File: src/rtl/pipeline_hazard_ctrl.sv
// Hazard and sequencing controller for the five-stage miniRV pipeline.
// Produces stall/flush/bubble controls for the PC and pipeline registers,
// EX operand-forwarding selects, a RAM-wait freeze FSM with a sticky
// timeout flag, and saturating stall/flush event counters.
module pipeline_hazard_ctrl #(
    parameter logic [1:0] LOAD_WSEL   = 2'b01,
    parameter int         MEM_TIMEOUT = 16,
    parameter int         CNT_W       = 16
) (
    input  logic             cpu_clk,
    input  logic             cpu_rst,
    input  logic [4:0]       id_rs1,
    input  logic [4:0]       id_rs2,
    input  logic             id_rs1_used,
    input  logic             id_rs2_used,
    input  logic [4:0]       ex_wR,
    input  logic             ex_rf_we,
    input  logic [1:0]       ex_rf_wsel,
    input  logic [4:0]       mem_wR,
    input  logic             mem_rf_we,
    input  logic [4:0]       wb_wR,
    input  logic             wb_rf_we,
    input  logic             ex_jump,
    input  logic             mem_req,
    input  logic             mem_ready,
    output logic             pc_stall,
    output logic             if_id_stall,
    output logic             if_id_flush,
    output logic             id_ex_stall,
    output logic             id_ex_flush,
    output logic             ex_mem_stall,
    output logic             mem_wb_bubble,
    output logic [1:0]       fwd_rs1_sel,
    output logic [1:0]       fwd_rs2_sel,
    output logic             mem_err,
    output logic [CNT_W-1:0] stall_cnt,
    output logic [CNT_W-1:0] flush_cnt
);

    // Wait counter must be able to hold MEM_TIMEOUT itself.
    localparam int WCW = (MEM_TIMEOUT < 2) ? 1 : $clog2(MEM_TIMEOUT + 1);
    localparam logic [WCW-1:0] TIMEOUT_V = WCW'(MEM_TIMEOUT);
    localparam logic [WCW-1:0] WCNT_ONE  = WCW'(1);

    typedef enum logic [0:0] {
        ST_RUN  = 1'b0,
        ST_WAIT = 1'b1
    } state_t;

    state_t           state_q, state_d;
    logic [WCW-1:0]   wait_cnt_q, wait_cnt_d;
    logic             mem_err_q, mem_err_d;
    logic [CNT_W-1:0] stall_cnt_q, stall_cnt_d;
    logic [CNT_W-1:0] flush_cnt_q, flush_cnt_d;

    logic             freeze;
    logic             ex_is_load;
    logic             load_use;

    // Counter increment that sticks at all-ones.
    function automatic logic [CNT_W-1:0] sat_inc(input logic [CNT_W-1:0] v);
        if (&v) begin
            return v;
        end
        return v + {{(CNT_W-1){1'b0}}, 1'b1};
    endfunction

    // Forwarding select for one source operand, EX > MEM > WB; an EX load
    // hit selects the register file because the load-use stall covers it.
    function automatic logic [1:0] fwd_select(
        input logic [4:0] rs,
        input logic       used,
        input logic       ex_we,
        input logic [4:0] ex_rd,
        input logic       ex_load,
        input logic       mem_we,
        input logic [4:0] mem_rd,
        input logic       wb_we,
        input logic [4:0] wb_rd
    );
        if (!used) begin
            return 2'b00;
        end
        if (ex_we && (ex_rd != 5'd0) && (ex_rd == rs)) begin
            return ex_load ? 2'b00 : 2'b01;
        end
        if (mem_we && (mem_rd != 5'd0) && (mem_rd == rs)) begin
            return 2'b10;
        end
        if (wb_we && (wb_rd != 5'd0) && (wb_rd == rs)) begin
            return 2'b11;
        end
        return 2'b00;
    endfunction

    // Hazard detection: freeze while RAM is pending, load-use on an EX load.
    always_comb begin
        freeze     = ((state_q == ST_RUN) & mem_req & ~mem_ready) |
                     ((state_q == ST_WAIT) & ~mem_ready);
        ex_is_load = ex_rf_we & (ex_rf_wsel == LOAD_WSEL);
        load_use   = ex_is_load & (ex_wR != 5'd0) &
                     ((id_rs1_used & (id_rs1 == ex_wR)) |
                      (id_rs2_used & (id_rs2 == ex_wR)));
    end

    // Pipeline control outputs with priority reset > freeze > jump > load-use.
    always_comb begin
        pc_stall      = 1'b0;
        if_id_stall   = 1'b0;
        if_id_flush   = 1'b0;
        id_ex_stall   = 1'b0;
        id_ex_flush   = 1'b0;
        ex_mem_stall  = 1'b0;
        mem_wb_bubble = 1'b0;
        if (cpu_rst) begin
            pc_stall = 1'b0;
        end else if (freeze) begin
            pc_stall      = 1'b1;
            if_id_stall   = 1'b1;
            id_ex_stall   = 1'b1;
            ex_mem_stall  = 1'b1;
            mem_wb_bubble = 1'b1;
        end else if (ex_jump) begin
            if_id_flush = 1'b1;
            id_ex_flush = 1'b1;
        end else if (load_use) begin
            pc_stall    = 1'b1;
            if_id_stall = 1'b1;
            id_ex_flush = 1'b1;
        end
    end

    // Operand forwarding selects, independent of freeze, zeroed in reset.
    always_comb begin
        fwd_rs1_sel = 2'b00;
        fwd_rs2_sel = 2'b00;
        if (!cpu_rst) begin
            fwd_rs1_sel = fwd_select(id_rs1, id_rs1_used, ex_rf_we, ex_wR,
                                     ex_is_load, mem_rf_we, mem_wR,
                                     wb_rf_we, wb_wR);
            fwd_rs2_sel = fwd_select(id_rs2, id_rs2_used, ex_rf_we, ex_wR,
                                     ex_is_load, mem_rf_we, mem_wR,
                                     wb_rf_we, wb_wR);
        end
    end

    // RAM-wait FSM next state, wait counter and sticky timeout flag.
    always_comb begin
        state_d    = state_q;
        wait_cnt_d = wait_cnt_q;
        unique case (state_q)
            ST_RUN: begin
                if (mem_req && !mem_ready) begin
                    state_d    = ST_WAIT;
                    wait_cnt_d = WCNT_ONE;
                end
            end
            ST_WAIT: begin
                if (mem_ready) begin
                    state_d    = ST_RUN;
                    wait_cnt_d = '0;
                end else if (wait_cnt_q != TIMEOUT_V) begin
                    wait_cnt_d = wait_cnt_q + WCNT_ONE;
                end
            end
            default: begin
                state_d    = ST_RUN;
                wait_cnt_d = '0;
            end
        endcase
        mem_err_d = mem_err_q |
                    ((state_d == ST_WAIT) && (wait_cnt_d == TIMEOUT_V));
    end

    // Event counters follow the stall and ID/EX flush outputs.
    always_comb begin
        stall_cnt_d = pc_stall    ? sat_inc(stall_cnt_q) : stall_cnt_q;
        flush_cnt_d = id_ex_flush ? sat_inc(flush_cnt_q) : flush_cnt_q;
    end

    // State, wait counter, error flag and counters; async reset.
    always_ff @(posedge cpu_clk or posedge cpu_rst) begin
        if (cpu_rst) begin
            state_q     <= ST_RUN;
            wait_cnt_q  <= '0;
            mem_err_q   <= 1'b0;
            stall_cnt_q <= '0;
            flush_cnt_q <= '0;
        end else begin
            state_q     <= state_d;
            wait_cnt_q  <= wait_cnt_d;
            mem_err_q   <= mem_err_d;
            stall_cnt_q <= stall_cnt_d;
            flush_cnt_q <= flush_cnt_d;
        end
    end

    assign mem_err   = mem_err_q;
    assign stall_cnt = stall_cnt_q;
    assign flush_cnt = flush_cnt_q;

endmodule

File: config.mk
export PLATFORM = sky130hd
export DESIGN_NAME = pipeline_hazard_ctrl
export DESIGN_NICKNAME = d
export VERILOG_FILES = /design/src/rtl/pipeline_hazard_ctrl.sv
export SDC_FILE = /design/constraint.sdc
export NUM_CORES = 1
export LEC_CHECK = 0
export CAP_MARGIN = 30
export CELL_PAD_IN_SITES_DETAIL_PLACEMENT = 2
export CELL_PAD_IN_SITES_GLOBAL_PLACEMENT = 2
export CORE_ASPECT_RATIO = 0.8
export CORE_UTILIZATION = 30
export CTS_BUF_LIST = sky130_fd_sc_hd__clkbuf_4 sky130_fd_sc_hd__clkbuf_8
export CTS_CLUSTER_SIZE = 28
export DETAILED_ROUTE_END_ITERATION = 7
export PLACE_DENSITY_LB_ADDON = 0.2
export SLEW_MARGIN = 10
export SYNTH_ARGS = -nofsm -noshare
export SYNTH_HDL_FRONTEND = slang
export SYNTH_SLANG_ARGS = --single-unit
File: constraint.sdc
create_clock -name cpu_clk -period 7.3 [get_ports cpu_clk]
set_input_delay 2.19 -clock cpu_clk [delete_from_list [all_inputs] [get_ports cpu_clk]]
set_output_delay 2.19 -clock cpu_clk [all_outputs]
set_load 0.03 [all_outputs]
==> impl_metrics.toml <==
[pwr]
clkPwrFrac_pct = 24.4
p_per_area_mw_per_mm2 = 209
seqPwrFrac_pct = 39.0
power_leakage_uw = 0.00154
internal-power_uw = 473
ir_drop_v = 0.000109
combPwrFrac_pct = 36.6
swShare_pct = 37.4
power.switching_uw = 282

[critical_path]
critical_path_class = "in2out"
rrSetupSlack_ns = 5.23
path_delay_family = "buffers and inverters"
cp_max_fo = 3
critPathCaptureType = "primary output"
path_cells = "clkdlybuf4s50_1 -> xor2_1 -> nor3_1 -> nor4b_1 -> a21oi_1 -> nor2_1 -> clkdlybuf4s50_1"
crit_slowest_cell = "clkdlybuf4s50_1"
path_buf_inv = 2
cp-start-kind = "input port"
ff2ff_path_depth = 5
crit_arrival_ns = 4.70
max_stage_delay_ns = 0.67
r2r_start = "flush_cnt[5]"
cp_data_required_time_ns = 5.11
crit_top_cell = "clkdlybuf4s50_1"
r2r_end = "flush_cnt[1]"

[cells_and_area]
insertedDiodeCount = 0
nNetsFinal = 391
design_area_mm2 = 0.00362
syn_to_final_growth_pct = 39.9
n_fill_cell = 860
drive_gt1_share_pct = 9.97

[logic_synthesis]
synth-seq-cells = 39
synth-seq-area-share_pct = 37.7
synth.most_common_cell = "xor2_1"
avgSynthCellArea_um2 = 9.76
ys_async_sr_fraction_pct = 100
synth_area_mm2 = 0.00259
synth-edff-count = 0
synthDistinctLibCells = 52
netlist.area_leader.share_pct = 37.7
synthCells = 265
synth_nets = 306
synth_top_cell_by_area = "dfrtp_1"
synth_warnings = 0
synth_common_cells = "xor2_1, dfrtp_1, nor2_1"
synth.area.top_cells = "dfrtp_1, xor2_1, xnor2_1"
ys.flop_type = "dfrtp_1"

[floorplan]
num_io_pins = 81
die_w_um = 106
rows = 29
die_y_um = 85.1
die_area_mm2 = 0.00900
initial_core_util_pct = 31.8
core_mm2 = 0.00813

[clock_network]
clk_pin_slew_ns = 0.08
clock_latency_ns = 0.30
cts-root-buf = "clkbuf_8"
cts.sinks = 39
cts_tree = "built"
ctsHtreeMaxLevel = 2
postCtsSetupBuffers = 0
cts-buffers-inserted = 5
post_cts_resized = 0
hold_buffers = 0
clockBufferDepth = 2

[timing]
final.setup.tns_ns = 0
slew_viol_final = 0
grt_setup_unrepaired = "false"
setup_violations = 0
fin_worst_skew_ns = 0.00808
fin_crit_sh_pct = 94.5
period_needed_ns = 6.89
max_slew_margin_pct = 58.7
hold_violations = 0
timing.fmax_ghz = 0.145
worstMarginPinSlew_ns = 0.619

[drt]
drc_errors = 0
wirelength_um = 7800
num_vias = 2291
drt_iter0_markers = 51
antenna_left = 0
viasPerCell = 4.99
post_drt_wl_per_cell_um = 17.0
drtPass1Iterations = 4

[global_routing]
grt_remaining_overflow = 0
grt_first_pass_wirelength_um = 13200
grt_max_degree = 33
grtUsageTotal_pct = 18.6
grt_antenna_before_repair = 0
grt_pass1_vias = 2598

[run]
cap_violations = 0

[placed_design]
place.port_buffers = 80
place_congestion = 0.791
dpl_cell_area_mm2 = 0.00351
dp_hpwl_um = 6200

[hold_path]
hp-class = "reg2reg"
hp-start = "mem_err"
min_path_cells = 1
min_to = "mem_err"

[run_status]
status = "completed"
-- power groups by stage --
stage,Sequential (uW),Combinational [uW],Clock (uW)
2_1_floorplan,349,98.4,0
3_3_place_gp,296,270,0
3_5_place_dp,300,280,0
4_1_cts,296,282,190
5_1_grt,302,298,201
6_report,295,277,184
-- cell families (layout without fill, tap and decap cells) --
family,Yosys count,in the layout,synth area share (%)
AO/OA/AOI/OAI,22,22,7.84
XOR/XNOR,62,62,21.0
adder cells (fa/ha/maj),4,4,1.93
buffers and inverters,15,101,2.95
flip-flops,39,39,37.7
multiplexers,6,6,2.61
AND/OR/NAND/NOR,117,117,26.0
-- placed cells by master, fill, tap and decap left out, types with 3 or more instances in the layout --
cell	count
nor4_1	9
mux2i_1	3
or4_1	3
clkbuf_8	5
nor3_1	11
clkdlybuf4s50_1	80
xor2_1	42
xnor2_1	20
o21ai_0	3
nand3_1	17
nand4_1	13
nor2_1	22
nand2_1	20
inv_1	9
buf_4	3
dfrtp_1	39
ha_1	4
-- cell type report --
class | instances | area, um2 | share of cell area, %
Multi-Input combinational cell | 211 | 1540 | 42.4
Sequential cell | 39 | 976 | 27.0
Timing Repair Buffer | 83 | 823 | 22.7
Tap cell | 108 | 135 | 3.73
Clock buffer | 5 | 68.8 | 1.90
Clock inverter | 3 | 43.8 | 1.21
Inverter | 10 | 37.5 | 1.04
-- registers in the layout, indices dropped and copies added (netlist names) --
name        cells
flush_cnt      16
mem_err         1
wait_cnt_q      5
state_q         1
stall_cnt      16
-- through the flow --
stage | util [%] | hold slack [ns] | instances | power, uW | worst slack [ns]
after floorplan | - | 0.484 | 265 | 447 | 1.09
after global placement | 43.1 | 0.463 | 451 | 566 | 0.456
after detailed placement | 43.1 | 0.466 | 451 | 580 | 0.383
after CTS | 44.5 | 0.485 | 459 | 768 | 0.363
after global routing | 44.5 | 0.515 | 459 | 801 | 0.161
final | 44.5 | 0.479 | 459 | 756 | 0.405
-- layer usage --
metal | wire [um] | track usage, % | vias up
met1 | 3740 | 25.1 | 1128
met4 | 43 | 4.04 | 0
li1 | - | - | 1105
met5 | 0 | 0 | -
met3 | 264 | 3.69 | 2
met2 | 3750 | 30.8 | 56
-- worst max path at each step --
| stage | from | endpoint | slack, ns | depth (start not counted) |
|---|---|---|---|---|
| final | id_rs1[2] | fwd_rs1_sel[0] | 0.41 | 7 |
| after CTS | id_rs1[2] | fwd_rs1_sel[0] | 0.36 | 7 |
| after floorplan | cpu_rst | fwd_rs1_sel[1] | 1.09 | 3 |
| after global routing | id_rs1[2] | fwd_rs1_sel[0] | 0.16 | 7 |
| after global placement | ex_wR[1] | id_ex_flush | 0.46 | 6 |
| after detailed placement | id_rs1[2] | fwd_rs1_sel[0] | 0.38 | 7 |
Note: power is estimated with default switching activity, not from simulation.
